$ cat src/rtl/bist_next_initiator.sv
// Controller side of the bist_next four-phase handshake: runs NUM_STEPS request/ack steps, flags done or timeout.
// bist_next follows start by one cycle; a slow responder only stretches the wait phases until TIMEOUT_CYCLES expires.
module bist_next_initiator #(
    parameter int NUM_STEPS      = 8,
    parameter int TIMEOUT_CYCLES = 1024,
    parameter int GAP_CYCLES     = 2,
    localparam int SW = (NUM_STEPS > 1) ? $clog2(NUM_STEPS) : 1
) (
    input  logic          bist_clk,
    input  logic          reset_n,
    input  logic          start,
    input  logic          abort,
    input  logic          bist_next_ack,
    output logic          bist_next,
    output logic          busy,
    output logic          done,
    output logic          timeout_err,
    output logic [SW-1:0] step_idx,
    output logic          step_pulse
);

    localparam int TW = (TIMEOUT_CYCLES > 0) ? $clog2(TIMEOUT_CYCLES + 1) : 1;
    localparam int GW = (GAP_CYCLES > 0) ? $clog2(GAP_CYCLES + 1) : 1;
    localparam logic [SW-1:0] LAST_IDX = SW'(NUM_STEPS - 1);
    localparam logic [TW-1:0] TO_LIM   = TW'(TIMEOUT_CYCLES);
    localparam logic [GW-1:0] GAP_LAST = GW'((GAP_CYCLES > 0) ? GAP_CYCLES - 1 : 0);

    typedef enum logic [2:0] {IDLE, REQ, ACK_LOW, GAP, DONE, ERR} state_t;

    state_t        state, state_nxt;
    logic [TW-1:0] wait_cnt, wait_cnt_nxt, wait_inc;
    logic [GW-1:0] gap_cnt, gap_cnt_nxt;
    logic [SW-1:0] step_idx_nxt;
    logic          done_nxt, timeout_nxt, pulse_nxt, wait_expired;

    always_comb begin
        // Saturating wait counter: a stalled responder can never wrap it back under the limit.
        wait_inc     = (wait_cnt == '1) ? wait_cnt : wait_cnt + TW'(1);
        wait_expired = (TIMEOUT_CYCLES != 0) && (wait_inc == TO_LIM);
        state_nxt    = state;
        wait_cnt_nxt = wait_cnt;
        gap_cnt_nxt  = gap_cnt;
        step_idx_nxt = step_idx;
        done_nxt     = done;
        timeout_nxt  = timeout_err;
        pulse_nxt    = 1'b0;
        case (state)
            IDLE, DONE, ERR: begin
                if (start && !abort) begin
                    state_nxt    = REQ;
                    wait_cnt_nxt = '0;
                    step_idx_nxt = '0;
                    done_nxt     = 1'b0;
                    timeout_nxt  = 1'b0;
                end
            end
            REQ: begin
                if (abort) begin
                    state_nxt = IDLE;
                end else if (bist_next_ack) begin
                    state_nxt    = ACK_LOW;
                    wait_cnt_nxt = '0;
                end else if (wait_expired) begin
                    state_nxt   = ERR;
                    timeout_nxt = 1'b1;
                end else begin
                    wait_cnt_nxt = wait_inc;
                end
            end
            ACK_LOW: begin
                if (abort) begin
                    state_nxt = IDLE;
                end else if (!bist_next_ack) begin
                    pulse_nxt = 1'b1;
                    if (step_idx == LAST_IDX) begin
                        state_nxt = DONE;
                        done_nxt  = 1'b1;
                    end else begin
                        step_idx_nxt = step_idx + SW'(1);
                        if (GAP_CYCLES > 0) begin
                            state_nxt   = GAP;
                            gap_cnt_nxt = '0;
                        end else begin
                            state_nxt    = REQ;
                            wait_cnt_nxt = '0;
                        end
                    end
                end else if (wait_expired) begin
                    state_nxt   = ERR;
                    timeout_nxt = 1'b1;
                end else begin
                    wait_cnt_nxt = wait_inc;
                end
            end
            GAP: begin
                if (abort) begin
                    state_nxt = IDLE;
                end else if (gap_cnt == GAP_LAST) begin
                    state_nxt    = REQ;
                    wait_cnt_nxt = '0;
                end else begin
                    gap_cnt_nxt = gap_cnt + GW'(1);
                end
            end
            default: state_nxt = IDLE;
        endcase
    end

    always_ff @(posedge bist_clk) begin
        if (!reset_n) begin
            state       <= IDLE;
            wait_cnt    <= '0;
            gap_cnt     <= '0;
            step_idx    <= '0;
            done        <= 1'b0;
            timeout_err <= 1'b0;
            step_pulse  <= 1'b0;
            bist_next   <= 1'b0;
            busy        <= 1'b0;
        end else begin
            state       <= state_nxt;
            wait_cnt    <= wait_cnt_nxt;
            gap_cnt     <= gap_cnt_nxt;
            step_idx    <= step_idx_nxt;
            done        <= done_nxt;
            timeout_err <= timeout_nxt;
            step_pulse  <= pulse_nxt;
            bist_next   <= (state_nxt == REQ);
            busy        <= (state_nxt == REQ) || (state_nxt == ACK_LOW) || (state_nxt == GAP);
        end
    end

endmodule

$ cat config.mk
export PLATFORM = sky130hd
export DESIGN_NAME = bist_next_initiator
export DESIGN_NICKNAME = d
export VERILOG_FILES = /design/src/rtl/bist_next_initiator.sv
export SDC_FILE = /design/constraint.sdc
export NUM_CORES = 1
export LEC_CHECK = 0
export BUFFER_PORTS_ARGS = -buffer_cell sky130_fd_sc_hd__buf_2
export CAP_MARGIN = 20
export CELL_PAD_IN_SITES_DETAIL_PLACEMENT = 1
export CELL_PAD_IN_SITES_GLOBAL_PLACEMENT = 2
export CORE_ASPECT_RATIO = 1.25
export CORE_MARGIN = 1
export CORE_UTILIZATION = 30
export CTS_CLUSTER_SIZE = 14
export DETAILED_ROUTE_END_ITERATION = 16
export GPL_ROUTABILITY_DRIVEN = 0
export PLACE_DENSITY = 0.75
export SLEW_MARGIN = 20
export SYNTH_ARGS = -nofsm -noshare
export SYNTH_HDL_FRONTEND = slang
export SYNTH_SLANG_ARGS = --single-unit
$ cat constraint.sdc
create_clock -name bist_clk -period 7.58 [get_ports bist_clk]
set_input_delay 1.516 -clock bist_clk [delete_from_list [all_inputs] [get_ports bist_clk]]
set_output_delay 1.516 -clock bist_clk [all_outputs]
set_load 0.01 [all_outputs]
Word-level counts from Yosys, hierarchy flattened --
Cells that the tools add are included. Widths: inputs -> output; s select.
Storage, ports and cells: register bits 24, input bits 5
Operators by class: bitwise operators 2, equal/unequal tests 23, muxes and demuxes 43, $add $sub $neg 3, reduce and logical (&&, ||, !) cells 16
Operators with widths (count):
- $mux 11 | 9
- $pmux 11 s4 | 1
- $mux 3 | 13
- $eq 11x11->1 const B | 2
- $ne 2x2->1 const B | 11
- $eq 3x2->1 const B | 4
- $pmux 3 s4 | 1
- $reduce_and 6->1 | 2
- $add 11x1->11 const B | 1
- $mux 1 | 10
- $mux 2 | 5
- $reduce_and 5->1 | 2
- $eq 3x3->1 const B | 3
- $reduce_and 7->1 | 1
- $eq 3x1->1 const B | 2
- $pmux 3 s2 | 1
- $reduce_or 3->1 | 2
- $pmux 2 s2 | 1
- $reduce_bool 2->1 | 2
- $reduce_bool 4->1 | 1
- $add 3x1->3 const B | 1
- $logic_not 3->1 | 1
- $pmux 1 s3 | 1
- $reduce_bool 3->1 | 1
- 7 further kinds | 9

Depth between registers and ports, before layout --
word-level depth 10, depth in mapped cells 9, depth with buffers taken out 8

Worst setup path before layout --
No wires, ideal clock.
kind in2reg, start input abort, end register bist_next, buffers on the path 1, slack 4.727 ns, stages 7, data arrival time 2.738 ns, cells stage by stage clkbuf_1 > nor2b_1 > nor2_1 > a21oi_1 > o2111a_1 > a21bo_2 > a2111oi_0
Between the ends: longest elaborated chain between the ends 5, elaborated cells between the ends (all ways) 8, classes of those cells eq/ne: 1; mux: 5; reduce/logical: 2
Ends and longest elaborated chain:
- start: declaration | RTL line 12 | input logic abort,
- $logic_not 1->1 | RTL line 49 | if (start && !abort) begin
- $logic_and 1x1->1 | RTL line 49
- $mux 3 | RTL line 49
- $pmux 3 s4 (*) | RTL line 47 | case (state)
- $eq 3x1->1 (*) | RTL line 128 | bist_next <= (state_nxt == REQ);
- end signal: assignment | RTL line 128
- end: declaration | RTL line 14 | output logic bist_next,
Every way passes the cells marked *; elsewhere a longest branch is shown, timed or not. A chain may end at the register's enable or synchronous reset.

Worst setup path after layout --
start register wait_cnt[0], end register bist_next
Between the ends: longest elaborated chain between the ends 8, elaborated cells between the ends (all ways) 11, classes of those cells add/sub: 1; eq/ne: 3; mux: 7
Ends and longest elaborated chain:
- start: declaration | RTL line 31 | logic [TW-1:0] wait_cnt, wait_cnt_nxt, wait_inc;
- start signal: assignment | RTL line 122 | wait_cnt <= wait_cnt_nxt;
- $add 11x1->11 or $eq 11x11->1 (tied branches) | RTL line 38 | wait_inc = (wait_cnt == '1) ? wait_cnt : wait_cnt + TW'(1);
- $mux 11 (*) | RTL line 38
- $eq 11x11->1 (*) | RTL line 39 | wait_expired = (TIMEOUT_CYCLES != 0) && (wait_inc == TO_LIM);
- $mux 3 (*) | RTL line 63, 88
- $mux 3 (on tied branches) | RTL line 73, 60
- $mux 3 (on tied branches) | RTL line 71, 58
- $pmux 3 s4 (*) | RTL line 47
- $eq 3x1->1 (*) | RTL line 128
Marks and branches as above.

==> run summary <==
kind of cell adding the most delay to the critical path: simple AND/OR/NAND/NOR gates
Min Clock Period, post-route: 3030 ps
top post-synthesis cells by area: dfxtp_1 (30%), a21oi_1 (5.3%), nor2b_1 (4.3%)
clock sinks: 24
Final setup violation count: 0
final hold vios: 0
max_slew headroom: 39.9%
CP max-delay cell: or4_1
share of cells above drive strength 1: 11.7%
CP startpoint kind: flip-flop
number of synthesized flops with an enable pin: 0
PD cells: 137 nW/um2
Syn Std Cell Area: 1590 um2
net switching power figure: 0.0579 mW
ANT cells: 0
initial antenna violation count: 0
post-synth top area cell: dfxtp_1
chip width: 67.2 um
Ys Warns: 0
Port Buf Inserts: 12
register area: 480 um2
global-route wire length before repair: 7110 um
Max VDD drop: 48.4 uV
crit-path cells: ha_1, inv_1, nor4_2, mux2_2, or4_1, o41ai_4, a2111oi_0
Layout Nets: 215
final clock skew: 3.96 ps
DP Area: 1690 um2
total CTS buffers: 3
Post-CTS Hold Buffers: 0
CTS H-tree depth: 1
final core utilization: 34.3%
post-CTS setup buffers: 0
Slew Limit Fails: 0
clock group share of total power: 36.8%
most common cell after layout, fill and taps aside: dfxtp_1
vias in the first global route: 1,490
Max Cap Viol: 0
CP Max Fanout: 9
Top Ports: 13
average footprint of a synthesized cell: 7.96 um2
routed via count: 1,490
Synth Instances: 200
GR Util All Layers: 16.3%
HP Start: timeout_err$_SDFFE_PN0P_
Max Buffers Root-to-Sink: 2
Worst Setup End Kind: flip-flop
Reg power frac: 54.0%
Skew-Pair Late Insertion Delay: 260 ps
routed vias/inst: 5.58
post-synthesis sequential element count: 24
highest clock rate: 330 MHz
final antenna-violating net count: 0
crit path DAT: 3160 ps
DRT iter0 DRCs: 122
Core Area: 5080 um2
setup TNS: 0 ps
Placed Instances: 263
status: complete, no violations
WS Path Type: flip-flop to flip-flop
Pleak: 0.653 nW
total die area: 5610 um2
power consumption: 0.239 mW
Syn-to-layout area delta: 9.35%
RSZ-0062 raised after global routing: no
# rows: 29
post-CTS sizing: 0
Synth Flop Type: dfxtp_1
area occupied by multi-input gates: 1020 um2
FILL cells: 634
largest net degree at the start of global routing: 17
per-cell routed wire length: 16.0 um
CTS tree: built
final instance area: 1740 um2
actual slew at the worst max-slew pin: 894 ps
CP bufs+invs: 1
Post-Layout Cell Count: 267
Die Ht: 83.5 um
Clk Tree Root Cell: clkbuf_8
TritonRoute pass-1 iters: 4
CP required: 7710 ps
P_int: 0.181 mW
initial core utilization: 31.4%
share of synthesized registers carrying an async set or reset: 0%
Worst Hold Class: flip-flop to flip-flop
Critical Path Source: wait_cnt[0]$_SDFFE_PN0P_
CTS clock-pin slew for the worst setup and hold paths: 90 ps
Total Wirelength: 4280 um
Residual DRC: 0
Yosys cell types: 51
most frequent cells in the layout: dfxtp_1 (24), nor2_1 (17), a21oi_1 (17)
Comb pwr share: 9.2%
Post-DP HPWL: 3190 um
global route overflow: 0
Net Sw Frac: 24.2%
CP max stage delay: 660 ps
post-synth top area share: 30.2%
Worst R2R Start: wait_cnt[0]$_SDFFE_PN0P_
Synthesized Nets: 209
sequential element share of the synthesized area: 30.2%
period utilization: 39.9%
## cell usage after synthesis, types with 2 or more instances
cell       n
nor2b_1   11
and4_1     3
o31a_1     2
nand2_1   12
buf_2      5
o21ai_0   12
a311oi_1   3
a41oi_1    2
nand3_1    7
a21oi_1   17
ha_1       4
and3_1     2
o41ai_1    2
xor2_1     2
nor3_1     3
nand2b_1   6
or4_1      3
and2_1     4
dfxtp_1   24
mux2i_1    3
nor4_1     2
a22oi_1    2
or3_1      5
inv_1     10
a31oi_1    2
nand4_1    4
nor2_1    17
clkbuf_1   6
o31ai_1    3
## power by group through the flow
stage | Combinational (mW) | Sequential (mW) | Clock [mW]
2_1_floorplan | 0.0161 | 0.131 | 0
3_3_place_gp | 0.0224 | 0.132 | 0
3_5_place_dp | 0.0224 | 0.132 | 0
4_1_cts | 0.0225 | 0.129 | 0.0928
5_1_grt | 0.0249 | 0.130 | 0.0975
6_report | 0.0221 | 0.129 | 0.0880
## through the flow
step	setup WS, ps	hold WS [ps]
floorplan	4730	470
global placement	4440	439
finish	4550	451
global route	4330	478
detailed placement	4360	448
CTS	4530	463
## state kept, by name, summed over array words and instances, names as in the netlist
signal and count:
bist_next 1, timeout_err 1, gap_cnt 2, step_idx 3
wait_cnt 11, busy 1, step_pulse 1, done 1
state 3
## cell type report
type                            count  area share, %
Multi-Input combinational cell    154           58.8
Sequential cell                    24           27.6
Tap cell                           62           4.45
Timing Repair Buffer               13           3.88
Clock buffer                        4           3.16
Inverter                           10           2.16
## final timing paths
path | endpoint | slack (ps) | cells past startpoint
setup / recovery | bist_next$_SDFF_PN0_ | 4550 | 7
hold reg to reg | timeout_err$_SDFFE_PN0P_ | 450 | 2
setup reg to reg | bist_next$_SDFF_PN0_ | 4550 | 7
hold / removal | timeout_err$_SDFFE_PN0P_ | 450 | 2
## per-layer routing
| layer | GRT usage (%) | wire length [um] | up-vias |
|---|---|---|---|
| li1 | - | - | 754 |
| met5 | 0 | 0 | - |
| met1 | 20.1 | 1910 | 727 |
| met3 | 1.64 | 47 | 2 |
| met4 | 4.06 | 29 | 0 |
| met2 | 29.3 | 2290 | 7 |
## logic make-up after synthesis
group	synth area share, %
adders and majority gates	3.14
xor gates and xnor gates	1.10
DFF	30.2
muxes	2.59
AOI/OAI and AO/OA	25.5
and+or+nand+nor	31.9
buffers and inverters	5.58
## worst register-to-register path, cell delays in order (launching register included)
cell and delay, ps:
dfxtp_1 470, ha_1 290, inv_1 160, nor4_2 420, mux2_2 420, or4_1 660, o41ai_4 360, a2111oi_0 110
Power figures use the tool's default switching activity.
